[src/rtl/gf_chisq_pkg.sv]
// Shared widths, overflow constant and FSM encoding for the chi-square
// best-fit selection blocks of the GigaFitter pipeline.
package gf_chisq_pkg;

  localparam int CHISQBITS = 32;
  localparam int IDBITS    = 8;
  localparam int CNTBITS   = 6;

  localparam logic [CHISQBITS-1:0] CHISQ_OVF = '1;

  typedef enum logic [1:0] {
    IDLE  = 2'b00,
    ACCUM = 2'b01,
    HOLD  = 2'b10
  } state_t;

endpackage

[src/rtl/chisq_best_select_if.sv]
// Fit-stream input and best-record output of chisq_best_select, plus the cut.
interface chisq_best_select_if #(
  parameter int CHISQBITS = gf_chisq_pkg::CHISQBITS,
  parameter int IDBITS    = gf_chisq_pkg::IDBITS,
  parameter int CNTBITS   = gf_chisq_pkg::CNTBITS
);

  logic [CHISQBITS-1:0] chisq_in;
  logic [IDBITS-1:0]    fit_id;
  logic                 in_last;
  logic                 in_valid;
  logic                 in_ready;
  logic [CHISQBITS-1:0] chisq_cut;

  logic [CHISQBITS-1:0] best_chisq;
  logic [IDBITS-1:0]    best_id;
  logic [CNTBITS-1:0]   nfits;
  logic                 best_pass;
  logic                 out_valid;
  logic                 out_ready;

  // Master feeds fits and consumes records; slave is the selector.
  modport master (
    output chisq_in, fit_id, in_last, in_valid, chisq_cut, out_ready,
    input  in_ready, best_chisq, best_id, nfits, best_pass, out_valid
  );

  modport slave (
    input  chisq_in, fit_id, in_last, in_valid, chisq_cut, out_ready,
    output in_ready, best_chisq, best_id, nfits, best_pass, out_valid
  );

endinterface

[src/rtl/chisq_min_cmp.sv]
// Unsigned min/cut comparator: decides whether the candidate replaces the
// current best and whether the resulting best passes the chi-square cut.
module chisq_min_cmp #(
  parameter int W = gf_chisq_pkg::CHISQBITS
) (
  input  logic [W-1:0] best,
  input  logic [W-1:0] cand,
  input  logic [W-1:0] cut,
  output logic         take_new,
  output logic         pass
);

  localparam logic [W-1:0] OVF = '1;

  logic [W-1:0] updated;

  // Strict compare: on a tie the earlier fit is kept.
  assign take_new = (cand < best);
  assign updated  = take_new ? cand : best;
  assign pass     = (updated <= cut) && (updated != OVF);

endmodule

[src/rtl/chisq_best_select.sv]
// Keeps the minimum chi-square of each road and holds one registered
// best-fit record per road until the downstream stage accepts it.
module chisq_best_select #(
  parameter int CHISQBITS = gf_chisq_pkg::CHISQBITS,
  parameter int IDBITS    = gf_chisq_pkg::IDBITS,
  parameter int CNTBITS   = gf_chisq_pkg::CNTBITS
) (
  input logic               clk,
  input logic               rst_n,
  chisq_best_select_if.slave bus
);

  import gf_chisq_pkg::*;

  localparam logic [CHISQBITS-1:0] OVF     = '1;
  localparam logic [CNTBITS-1:0]   CNT_MAX = '1;

  state_t               state;
  logic [CHISQBITS-1:0] best_chisq;
  logic [IDBITS-1:0]    best_id;
  logic [CNTBITS-1:0]   nfits;
  logic                 best_pass;

  logic                 in_xfer;
  logic [CHISQBITS-1:0] cmp_best;
  logic                 take_new;
  logic                 pass;

  assign in_xfer = bus.in_valid && (state != HOLD);

  // In IDLE the first fit must always win, so compare it against overflow;
  // an overflow first fit still yields the right (all-ones) final value.
  assign cmp_best = (state == IDLE) ? OVF : best_chisq;

  chisq_min_cmp #(.W(CHISQBITS)) u_cmp (
    .best     (cmp_best),
    .cand     (bus.chisq_in),
    .cut      (bus.chisq_cut),
    .take_new (take_new),
    .pass     (pass)
  );

  // NOTE: sequential state uses non-blocking assignments only, and every
  // register is given its value on the asynchronous reset branch.
  always_ff @(posedge clk or negedge rst_n) begin
    if (!rst_n) begin
      state      <= IDLE;
      best_chisq <= OVF;
      best_id    <= '0;
      nfits      <= '0;
      best_pass  <= 1'b0;
    end else begin
      case (state)
        IDLE: begin
          if (in_xfer) begin
            best_chisq <= bus.chisq_in;
            best_id    <= bus.fit_id;
            nfits      <= CNTBITS'(1);
            if (bus.in_last) begin
              best_pass <= pass;
              state     <= HOLD;
            end else begin
              state     <= ACCUM;
            end
          end
        end
        ACCUM: begin
          if (in_xfer) begin
            if (take_new) begin
              best_chisq <= bus.chisq_in;
              best_id    <= bus.fit_id;
            end
            if (nfits != CNT_MAX) nfits <= nfits + CNTBITS'(1);
            if (bus.in_last) begin
              best_pass <= pass;
              state     <= HOLD;
            end
          end
        end
        HOLD: begin
          if (bus.out_ready) state <= IDLE;
        end
        default: state <= IDLE;
      endcase
    end
  end

  // Handshake flags decode the state register only, so out_ready never
  // reaches in_ready combinationally.
  assign bus.in_ready   = (state != HOLD);
  assign bus.out_valid  = (state == HOLD);
  assign bus.best_chisq = best_chisq;
  assign bus.best_id    = best_id;
  assign bus.nfits      = nfits;
  assign bus.best_pass  = best_pass;

endmodule

[src/flat_wrapper.sv]
// flat-port wrapper written by rule: the top's interface ports become plain ports
module chisq_best_select_flat import gf_chisq_pkg::*;
#(
  parameter int CHISQBITS = gf_chisq_pkg::CHISQBITS,
  parameter int IDBITS    = gf_chisq_pkg::IDBITS,
  parameter int CNTBITS   = gf_chisq_pkg::CNTBITS
)
  (clk, rst_n, bus_chisq_in, bus_fit_id, bus_in_last, bus_in_valid, bus_chisq_cut, bus_out_ready, bus_in_ready, bus_best_chisq, bus_best_id, bus_nfits, bus_best_pass, bus_out_valid);
  chisq_best_select_if #(.CHISQBITS(CHISQBITS), .IDBITS(IDBITS), .CNTBITS(CNTBITS)) bus_i ();
  input logic clk;
  input logic rst_n;
  input wire logic [$bits(bus_i.chisq_in)-1:0] bus_chisq_in;
  input wire logic [$bits(bus_i.fit_id)-1:0] bus_fit_id;
  input wire logic [$bits(bus_i.in_last)-1:0] bus_in_last;
  input wire logic [$bits(bus_i.in_valid)-1:0] bus_in_valid;
  input wire logic [$bits(bus_i.chisq_cut)-1:0] bus_chisq_cut;
  input wire logic [$bits(bus_i.out_ready)-1:0] bus_out_ready;
  output wire logic [$bits(bus_i.in_ready)-1:0] bus_in_ready;
  output wire logic [$bits(bus_i.best_chisq)-1:0] bus_best_chisq;
  output wire logic [$bits(bus_i.best_id)-1:0] bus_best_id;
  output wire logic [$bits(bus_i.nfits)-1:0] bus_nfits;
  output wire logic [$bits(bus_i.best_pass)-1:0] bus_best_pass;
  output wire logic [$bits(bus_i.out_valid)-1:0] bus_out_valid;
  assign bus_i.chisq_in = bus_chisq_in;
  assign bus_i.fit_id = bus_fit_id;
  assign bus_i.in_last = bus_in_last;
  assign bus_i.in_valid = bus_in_valid;
  assign bus_i.chisq_cut = bus_chisq_cut;
  assign bus_i.out_ready = bus_out_ready;
  assign bus_in_ready = bus_i.in_ready;
  assign bus_best_chisq = bus_i.best_chisq;
  assign bus_best_id = bus_i.best_id;
  assign bus_nfits = bus_i.nfits;
  assign bus_best_pass = bus_i.best_pass;
  assign bus_out_valid = bus_i.out_valid;
  chisq_best_select #(.CHISQBITS(CHISQBITS), .IDBITS(IDBITS), .CNTBITS(CNTBITS)) u_core (.clk(clk), .rst_n(rst_n), .bus(bus_i));
endmodule
[config.mk]
export PLATFORM = sky130hd
export DESIGN_NAME = chisq_best_select_flat
export DESIGN_NICKNAME = d
export VERILOG_FILES = /design/src/rtl/gf_chisq_pkg.sv /design/src/rtl/chisq_best_select_if.sv /design/src/rtl/chisq_min_cmp.sv /design/src/rtl/chisq_best_select.sv /design/src/flat_wrapper.sv
export SDC_FILE = /design/constraint.sdc
export NUM_CORES = 1
export LEC_CHECK = 0
export ABC_AREA = 1
export BUFFER_PORTS_ARGS = -buffer_cell sky130_fd_sc_hd__buf_2
export CORE_ASPECT_RATIO = 0.7
export CORE_MARGIN = 3
export CORE_UTILIZATION = 57
export DETAILED_ROUTE_END_ITERATION = 12
export HOLD_SLACK_MARGIN = 0.03
export PLACE_DENSITY = 0.87
export SLEW_MARGIN = 20
export SYNTH_ARGS = -nofsm -noshare
export SYNTH_HDL_FRONTEND = slang
export SYNTH_SLANG_ARGS = --single-unit
[constraint.sdc]
create_clock -name clk -period 5.7 [get_ports clk]
set_clock_uncertainty 0.15 [all_clocks]
set_input_delay 0.285 -clock clk [delete_from_list [all_inputs] [get_ports clk]]
set_output_delay 0.285 -clock clk [all_outputs]
set_load 0.005 [all_outputs]
==> impl_metrics.json <==
{
  "ant_nets": 0,
  "r2r_cells": 22,
  "antenna_found_initial": 0,
  "h-tree-depth": 2,
  "synthArstFlopShare": 1.00,
  "drt_iter0_markers": 335,
  "ys_ff_latch": 49,
  "worst_pin_slew_ns": 0.636,
  "layout_common_cells": "133 x nand2_1, 125 x buf_2, 81 x inv_1, 64 x ha_1, 58 x nor2_1",
  "insertion_delay_ns": 0.31,
  "min-delay-path-class": "input pin to flop",
  "drc": 0,
  "r2r-end": "u_core.bus.best_pass",
  "clock.fmax_mhz": 206,
  "synth_ff_type": "dfstp_2",
  "io-pin-count": 126,
  "synth_edf_count": 0,
  "numClockSinks": 49,
  "final_common_cell": "nand2_1",
  "num_rows": 25,
  "drive_above_1_share": 0.317,
  "fin_setup_tns_ns": 0,
  "syn_avg_cell_area_um2": 7.71,
  "rsz0062_at_grt": "no",
  "grt_pass1_vias": 4148,
  "die_h_um": 78.8,
  "drt_wl_total_um": 11600,
  "core_region_area_mm2": 0.00704,
  "ff2ff_setup_slack_ns": 0.86,
  "drtPass1Iterations": 5,
  "hp-start": "bus_out_ready",
  "placed_area_mm2": 0.00499,
  "cp-end-kind": "flop",
  "fillCellCount": 599,
  "crit_arrival_ns": 4.91,
  "grt_pass1_wl_um": 19300,
  "cp_max_fo": 34,
  "place_inst": 766,
  "design_area_mm2": 0.00509,
  "finalHoldViolCount": 0,
  "maxCapViolCount": 0,
  "chipWidth_um": 110,
  "yosys_warnings": 0,
  "grt_use_total": 0.276,
  "holdPathStages": 2,
  "fin_cells": 775,
  "status": "completed",
  "max_slew_margin": 0.576,
  "cts.repair.resized": 0,
  "fin_crit_sh": 0.850,
  "numPortBuffers": 125,
  "num_vias": 4270,
  "die_area_mm2": 0.00866,
  "syn_area_mm2": 0.00431,
  "setup_violations": 0,
  "period_needed_ns": 4.84,
  "crit_type": "flop to flop",
  "cts_made_buffers": 5,
  "area_delta_synth_final_pct": 18.0,
  "synth.area.top_cells": "dfstp_2 20%, ha_1 19%, nand2_1 12%",
  "finalPower_uw": 2030,
  "cts_tree": "done",
  "cp-start-kind": "flop",
  "antennaDiodeCount": 0,
  "ys_types": 32,
  "holdPathEnd": "u_core.state[1]",
  "synth_seq_area_share": 0.294,
  "start_util": 0.612,
  "power.leakage_uw": 0.00277,
  "syn_inst": 559,
  "max-vdd-ir-drop_mv": 0.218,
  "dp_hpwl_um": 9220,
  "yosysTopAreaCell": "dfstp_2",
  "powerDensity_mw_per_mm2": 400,
  "wl_per_cell_um": 15.0,
  "synth.top_cell.area_share": 0.195,
  "root_buffer": "clkbuf_8",
  "synth_nets": 700,
  "grt_overflow_total": 0,
  "r2r_start": "u_core.state[0]",
  "place.gp.congestion": 0.861,
  "avgViaCountPerCell": 5.51,
  "required_ns": 5.76,
  "grt_max_degree": 50,
  "cts_buffer_depth": 2,
  "slew_viol_final": 0,
  "clk_pin_slew_ns": 0.09,
  "nets": 821
}
[cell families after synthesis]
| family | share of synthesized area |
|---|---|
| compound gates | 0.0880 |
| simple gates | 0.234 |
| fa+ha+maj | 0.186 |
| flops | 0.294 |
| mux | 0.102 |
| buf+inv | 0.0967 |
[worst max-delay path by stage]
| stage | end | startpoint | cells after the start |
|---|---|---|---|
| 2_1_floorplan | u_core.bus.best_pass | u_core.state[0] | 23 |
| 3_3_place_gp | u_core.bus.best_pass | u_core.state[0] | 21 |
| 3_5_place_dp | u_core.bus.best_pass | u_core.state[0] | 22 |
| 4_1_cts | u_core.bus.best_pass | u_core.state[0] | 22 |
| 5_1_grt | u_core.bus.best_pass | u_core.state[0] | 22 |
| 6_report | u_core.bus.best_pass | u_core.state[0] | 22 |
[worst max-delay path, cell delays in order, from the launching register on]
cell and delay [ns]:
dfrtp_1 0.49, nor2_2 0.47, buf_4 0.34, nor2_1 0.09
ha_1 0.30, nand2_1 0.07, nor2_1 0.21, nand2_1 0.11
nor4_2 0.26, nand2_4 0.30, nand2_4 0.43, nand2_1 0.11
nand2_1 0.11, ha_1 0.16, nand2_1 0.06, nor2_1 0.13
nand4_1 0.20, nor4_1 0.29, o21ai_0 0.17, o211ai_1 0.12
a21oi_1 0.09, nand2_1 0.07, nand2_1 0.04
[layout make-up]
cell class	count	area, um^2	share of cell area
sequential	49	1270	0.249
clock inverter	2	15.0	0.00295
timing repair buffer	131	673	0.132
inverter	81	304	0.0598
clock buffer	6	72.6	0.0143
tap	94	118	0.0231
multi-input combinational	412	2640	0.519
[power by group]
| part | switching [uW] | internal [uW] |
|---|---|---|
| logic | 671 | 506 |
| registers | 109 | 535 |
| clock network | 127 | 86.8 |
| total | 907 | 1130 |
[synth_stat cells, types with 2 or more instances]
library cell  instances
o21ai_0              14
nand2_1             133
buf_4                10
o21ai_1               5
nand2_4               2
nand4_1               6
ha_1                 64
clkbuf_1              3
nand3_1              36
mux2_2               37
buf_2                 3
nor2_1               59
dfstp_2              32
o211ai_1              3
mux2_1                2
inv_1                81
nor3_1                3
a21oi_1              33
dfrtp_1              17
a211oi_1              2
o21ai_2               3
[routing by layer]
layer  GRT usage  part of all wire  vias to the layer above
met5           0                 0                        -
met4      0.0697             0.016                        0
met3      0.0520             0.091                       25
met2       0.433              0.44                      195
met1       0.392              0.45                     1971
li1            -                 -                     2079
[metrics by stage]
stage | setup slack [ns] | hold WS [ns] | utilization
after global routing | 0.490 | 0.0361 | 0.723
final | 0.857 | 0.0374 | 0.723
after global placement | 1.17 | 0.276 | 0.709
after floorplan | 1.86 | -0.161 | -
after detailed placement | 0.988 | 0.286 | 0.709
after CTS | 0.957 | 0.0396 | 0.723
[state kept, by name, indices dropped and copies added (netlist names)]
name,count
u_core.bus.best_chisq,32
u_core.bus.best_id,8
u_core.bus.best_pass,1
u_core.bus.nfits,6
u_core.state,2
[what timing repair did]
action,CTS,global route
endpoints found under the hold margin,17,0
setup buffers,0,0
hold buffers,1,0
No activity file was read; power rests on OpenSTA's default activity.
